## src/rtl/d_branch_resolver.sv

```systemverilog
// D-stage branch resolver: eight-mode compare, 2-bit saturating-counter BHT
// read by F and trained by D, misprediction flag and branch statistics.
module d_branch_resolver #(
  parameter int WIDTH     = 32,
  parameter int BHT_DEPTH = 16,
  parameter int IDX_LSB   = 2
) (
  input  logic             clk,
  input  logic             reset,
  input  logic [31:0]      F_pc,
  output logic             F_pred_taken,
  input  logic             D_valid,
  input  logic             D_stall,
  input  logic [31:0]      D_pc,
  input  logic [WIDTH-1:0] D_Rdata1,
  input  logic [WIDTH-1:0] D_Rdata2,
  input  logic [2:0]       s_D_cmp,
  input  logic             D_pred_in,
  output logic             D_taken,
  output logic             D_mispredict,
  output logic [31:0]      branch_cnt,
  output logic [31:0]      mispred_cnt
);

  localparam int IDX_W = $clog2(BHT_DEPTH);

  typedef enum logic [2:0] {
    CMP_BEQ  = 3'b000,
    CMP_BNE  = 3'b001,
    CMP_BLEZ = 3'b010,
    CMP_BGTZ = 3'b011,
    CMP_BLTZ = 3'b100,
    CMP_BGEZ = 3'b101,
    CMP_BLT  = 3'b110,
    CMP_BLTU = 3'b111
  } cmp_e;

  typedef enum logic [1:0] {
    CTR_STRONG_NT = 2'b00,
    CTR_WEAK_NT   = 2'b01,
    CTR_WEAK_T    = 2'b10,
    CTR_STRONG_T  = 2'b11
  } ctr_e;

  cmp_e             cmp_mode;
  logic             cond;
  logic             a_neg;
  logic             a_zero;
  logic             ev;
  logic [IDX_W-1:0] f_idx;
  logic [IDX_W-1:0] d_idx;
  ctr_e             bht_q [BHT_DEPTH];
  ctr_e             entry_d;
  logic [31:0]      branch_cnt_q, branch_cnt_d;
  logic [31:0]      mispred_cnt_q, mispred_cnt_d;
  logic             unused_pc_bits;

  assign cmp_mode = cmp_e'(s_D_cmp);
  assign a_neg    = D_Rdata1[WIDTH-1];
  assign a_zero   = ~|D_Rdata1;

  always_comb begin
    // NOTE: default assigned before the case so no path leaves cond unassigned (no latch).
    cond = 1'b0;
    case (cmp_mode)
      CMP_BEQ:  cond = (D_Rdata1 == D_Rdata2);
      CMP_BNE:  cond = (D_Rdata1 != D_Rdata2);
      CMP_BLEZ: cond = a_neg | a_zero;
      CMP_BGTZ: cond = ~a_neg & ~a_zero;
      CMP_BLTZ: cond = a_neg;
      CMP_BGEZ: cond = ~a_neg;
      CMP_BLT:  cond = ($signed(D_Rdata1) < $signed(D_Rdata2));
      CMP_BLTU: cond = (D_Rdata1 < D_Rdata2);
      default:  cond = 1'b0;
    endcase
  end

  assign D_taken      = D_valid & cond;
  assign ev           = D_valid & ~D_stall;
  assign D_mispredict = ev & (D_taken ^ D_pred_in);

  // Only the index field of each PC matters; other bits alias by design.
  assign f_idx          = F_pc[IDX_LSB +: IDX_W];
  assign d_idx          = D_pc[IDX_LSB +: IDX_W];
  assign unused_pc_bits = ^{F_pc, D_pc};

  // Plain read of the stored counter: a same-cycle update is not bypassed.
  assign F_pred_taken = bht_q[f_idx][1];

  always_comb begin
    entry_d = bht_q[d_idx];
    if (D_taken) begin
      if (bht_q[d_idx] != CTR_STRONG_T) entry_d = ctr_e'(bht_q[d_idx] + 2'b01);
    end else begin
      if (bht_q[d_idx] != CTR_STRONG_NT) entry_d = ctr_e'(bht_q[d_idx] - 2'b01);
    end
  end

  assign branch_cnt_d  = branch_cnt_q + 32'd1;
  assign mispred_cnt_d = mispred_cnt_q + 32'd1;

  // NOTE: every BHT entry sits in the async reset so predictions are defined the instant reset asserts.
  always_ff @(posedge clk or negedge reset) begin
    if (!reset) begin
      for (int i = 0; i < BHT_DEPTH; i++) bht_q[i] <= CTR_WEAK_NT;
      branch_cnt_q  <= '0;
      mispred_cnt_q <= '0;
    end else if (ev) begin
      // NOTE: non-blocking assignments here; sequential state must all update together at the edge.
      bht_q[d_idx] <= entry_d;
      branch_cnt_q <= branch_cnt_d;
      if (D_mispredict) mispred_cnt_q <= mispred_cnt_d;
    end
  end

  assign branch_cnt  = branch_cnt_q;
  assign mispred_cnt = mispred_cnt_q;

endmodule

```

## config.mk

```make
export PLATFORM = sky130hd
export DESIGN_NAME = d_branch_resolver
export DESIGN_NICKNAME = d
export VERILOG_FILES = /design/src/rtl/d_branch_resolver.sv
export SDC_FILE = /design/constraint.sdc
export NUM_CORES = 1
export LEC_CHECK = 0
export CORE_MARGIN = 2
export CORE_UTILIZATION = 45
export DETAILED_ROUTE_END_ITERATION = 12
export PLACE_DENSITY = 0.76
export SETUP_SLACK_MARGIN = 0.4
export SYNTH_ARGS = -nofsm -noshare
export SYNTH_HDL_FRONTEND = slang
export SYNTH_SLANG_ARGS = --single-unit
```

## constraint.sdc

```tcl
create_clock -name clk -period 7.95 [get_ports clk]
set_input_delay 1.59 -clock clk [delete_from_list [all_inputs] [get_ports clk]]
set_output_delay 1.59 -clock clk [all_outputs]
set_load 0.005 [all_outputs]
```

==> metrics <==
Multi-input gate area=3070 um^2; Synth top area share=a little over a third; Worst VDD drop=around 140 uV; Syn-to-layout area delta=33.6%; Final Hold Viols=0; Final Max Slew Viols=0; H-tree levels=3; post-CTS setup buffers=0; cts bufs inserted=9; Clock Tree Root=clkbuf_16; vias in the first global route=4689; CP Capture Type=primary output; drt drc=0; CP Data Arrival Time=4730 ps; first-pass GRT wire length=22000 um; full die area=13600 um^2; Max Cap Viol=0; power per cell area=171 nW/um^2; dpl ws=about 1600 ps; leakage=3.36 nW; Final setup viols=0; Final Non-Filler Cells=between 800 and 900; core area=12500 um^2; Layout Utilization=60.9%; Ys Warns=0; crit path launch type=input port; outcome=finished clean; Total Power=1.30 mW; Clock Latency Late Sink=340 ps; clock buffer depth=2; detailed-route via count=4494; Post-DP HPWL=10100 um; fraction of registers with async set/reset=100%; gr ovfl total=0; total track usage=20.4%; Storage cell area=2420 um^2; slew margin rel.=roughly a third; hold_buf cts=0; WL/cell=15.8 um; FMAX=0.158 GHz; Detailed Routing Iterations Pass 1=4; cell count after synthesis=between 500 and 600; CTS tree=done; Critical Path Fanout Max=5; Sink Count=96; PnR worst setup slack=1630 ps; vias per inst=about 5.3; Worst Path Required=6360 ps; Die Ht=approximately 120 um; Net count, final=between 800 and 900; num rows=41; post-cts sizing count=0; measured slew at the worst slew-check pin=996 ps; fin crit period=6320 ps; RSZ-0062 raised after global routing=no; final hold slack=471 ps; Routed WL=roughly 13000 um; synthesized area=5710 um^2; Fin Setup TNS=0 ps; Starting Density=45.6%; I/O Pins=203; fin area=7620 um^2; synth top area cells=dfrtp_1, ha_1, dfstp_2, mux2_2, mux4_2; DRT iter0 DRCs=255; period utilization=about four fifths; syn_nets=687; Synth area leader=dfrtp_1; Routed Antenna Nets=0; number of flops mapped to enable cells by yosys=0; Mapped Avg Cell Area=11.0 um^2; GP Congestion=0.784; FF+latch count, synth=96; register area share after synthesis=between 40% and 50%; port bufs=around 150; area of placed instances=roughly 7300 um^2; number of antenna violations at the first check in global routing=0; antenna cell count=0; largest net degree at the start of global routing=60; Crit Path Class=in2out; most frequently used flop master after synthesis=dfrtp_1; Die Width=117 um; Distinct cells, synth=46; placed cells=between 800 and 900; layout cells sized above 1=16.1%; Fill cells=roughly 1100; Hold Path Class=reg2reg; CTS clk-pin slew, worst paths=about 60 ps; Clock Skew=6.72 ps
[cells in the final DEF, fill, tap and decap left out, drive strengths merged, types with 3 or more instances in the layout]
master / instances
nor4: 25
and3: 14
dfstp: 16
clkbuf: 11
nor2b: 8
mux2: 33
nand4: 16
and4: 9
inv: 35
nand2b: 3
nand3: 32
clkdlybuf4s50: 145
buf: 5
o21ai: 6
a21oi: 14
nand2: 50
dfrtp: 80
nor3: 9
mux4: 15
xor2: 32
ha: 34
xnor2: 31
nor2: 21
and2: 3
[cells by family (layout without fill, tap and decap cells)]
logic type | count (synthesis) | in the layout | share of synthesized area, %
simple gates | 195 | 195 | 19.7
xor+xnor | 63 | 63 | 9.80
fa+ha+maj | 36 | 36 | 7.85
mux | 49 | 49 | 12.8
buf+inv | 48 | 200 | 3.77
compound gates | 30 | 30 | 3.59
flops | 96 | 96 | 42.4
[routing by layer]
layer	share of wire (%)	routed length, um	GRT usage (%)
met1	43	5720	25.7
met5	0	0	0
met3	4.9	651	4.00
met4	2.0	272	6.51
met2	50	6640	35.7
[final cells by class]
class | instances | share of cell area, %
clock inverters | 5 | 0.738
inverters | 34 | 1.67
multi-input cells | 373 | 40.3
repair buffers | 150 | 19.5
flip-flops and latches | 96 | 31.8
well taps | 172 | 2.82
clock buffers | 11 | 3.18
[worst paths after layout]
check | slack, ps | startpoint | to | depth (start not counted)
min in group asynchronous | 1290 | reset | branch_cnt[23] | 1
worst max register to register | 5320 | mispred_cnt[3] | mispred_cnt[22] | 8
worst min-delay path | 470 | mispred_cnt[31] | mispred_cnt[31] | 1
max in group asynchronous | 5680 | reset | mispred_cnt[5] | 2
worst max-delay path | 1630 | D_Rdata2[9] | D_mispredict | 12
worst min register to register | 470 | mispred_cnt[31] | mispred_cnt[31] | 1
[cell usage after synthesis, drive strengths merged (6+ instances only)]
cell type / count
and3: 14
and4: 9
nand2: 50
nand4: 16
nor2: 21
buf: 10
o21ai: 6
a21oi: 14
dfrtp: 80
inv: 34
nor3: 9
ha: 34
mux2: 33
xnor2: 31
xor2: 32
nand3: 32
nor2b: 8
mux4: 15
dfstp: 16
nor4: 25
[sequential cells by signal, summed over array words and instances (netlist names)]
signal       flops
branch_cnt      32
bht_q           32
mispred_cnt     32
[worst max-delay path: stages]
cell and delay [ps]:
clkdlybuf4s50_1 450, inv_1 40, ha_1 300, nand4_1 160, nor4_1 400, nand4_1 140, o21ai_0 130, a211oi_2 110
o311a_4 440, xnor2_2 160, nor2_1 230, clkdlybuf4s50_1 560
[report_power, final]
part | switching [mW] | internal [mW] | leakage [nW]
clock network | 0.183 | 0.253 | 0.146
registers | 0.0548 | 0.541 | 1.26
logic | 0.116 | 0.154 | 1.95
Power figures use the tool's default switching activity.
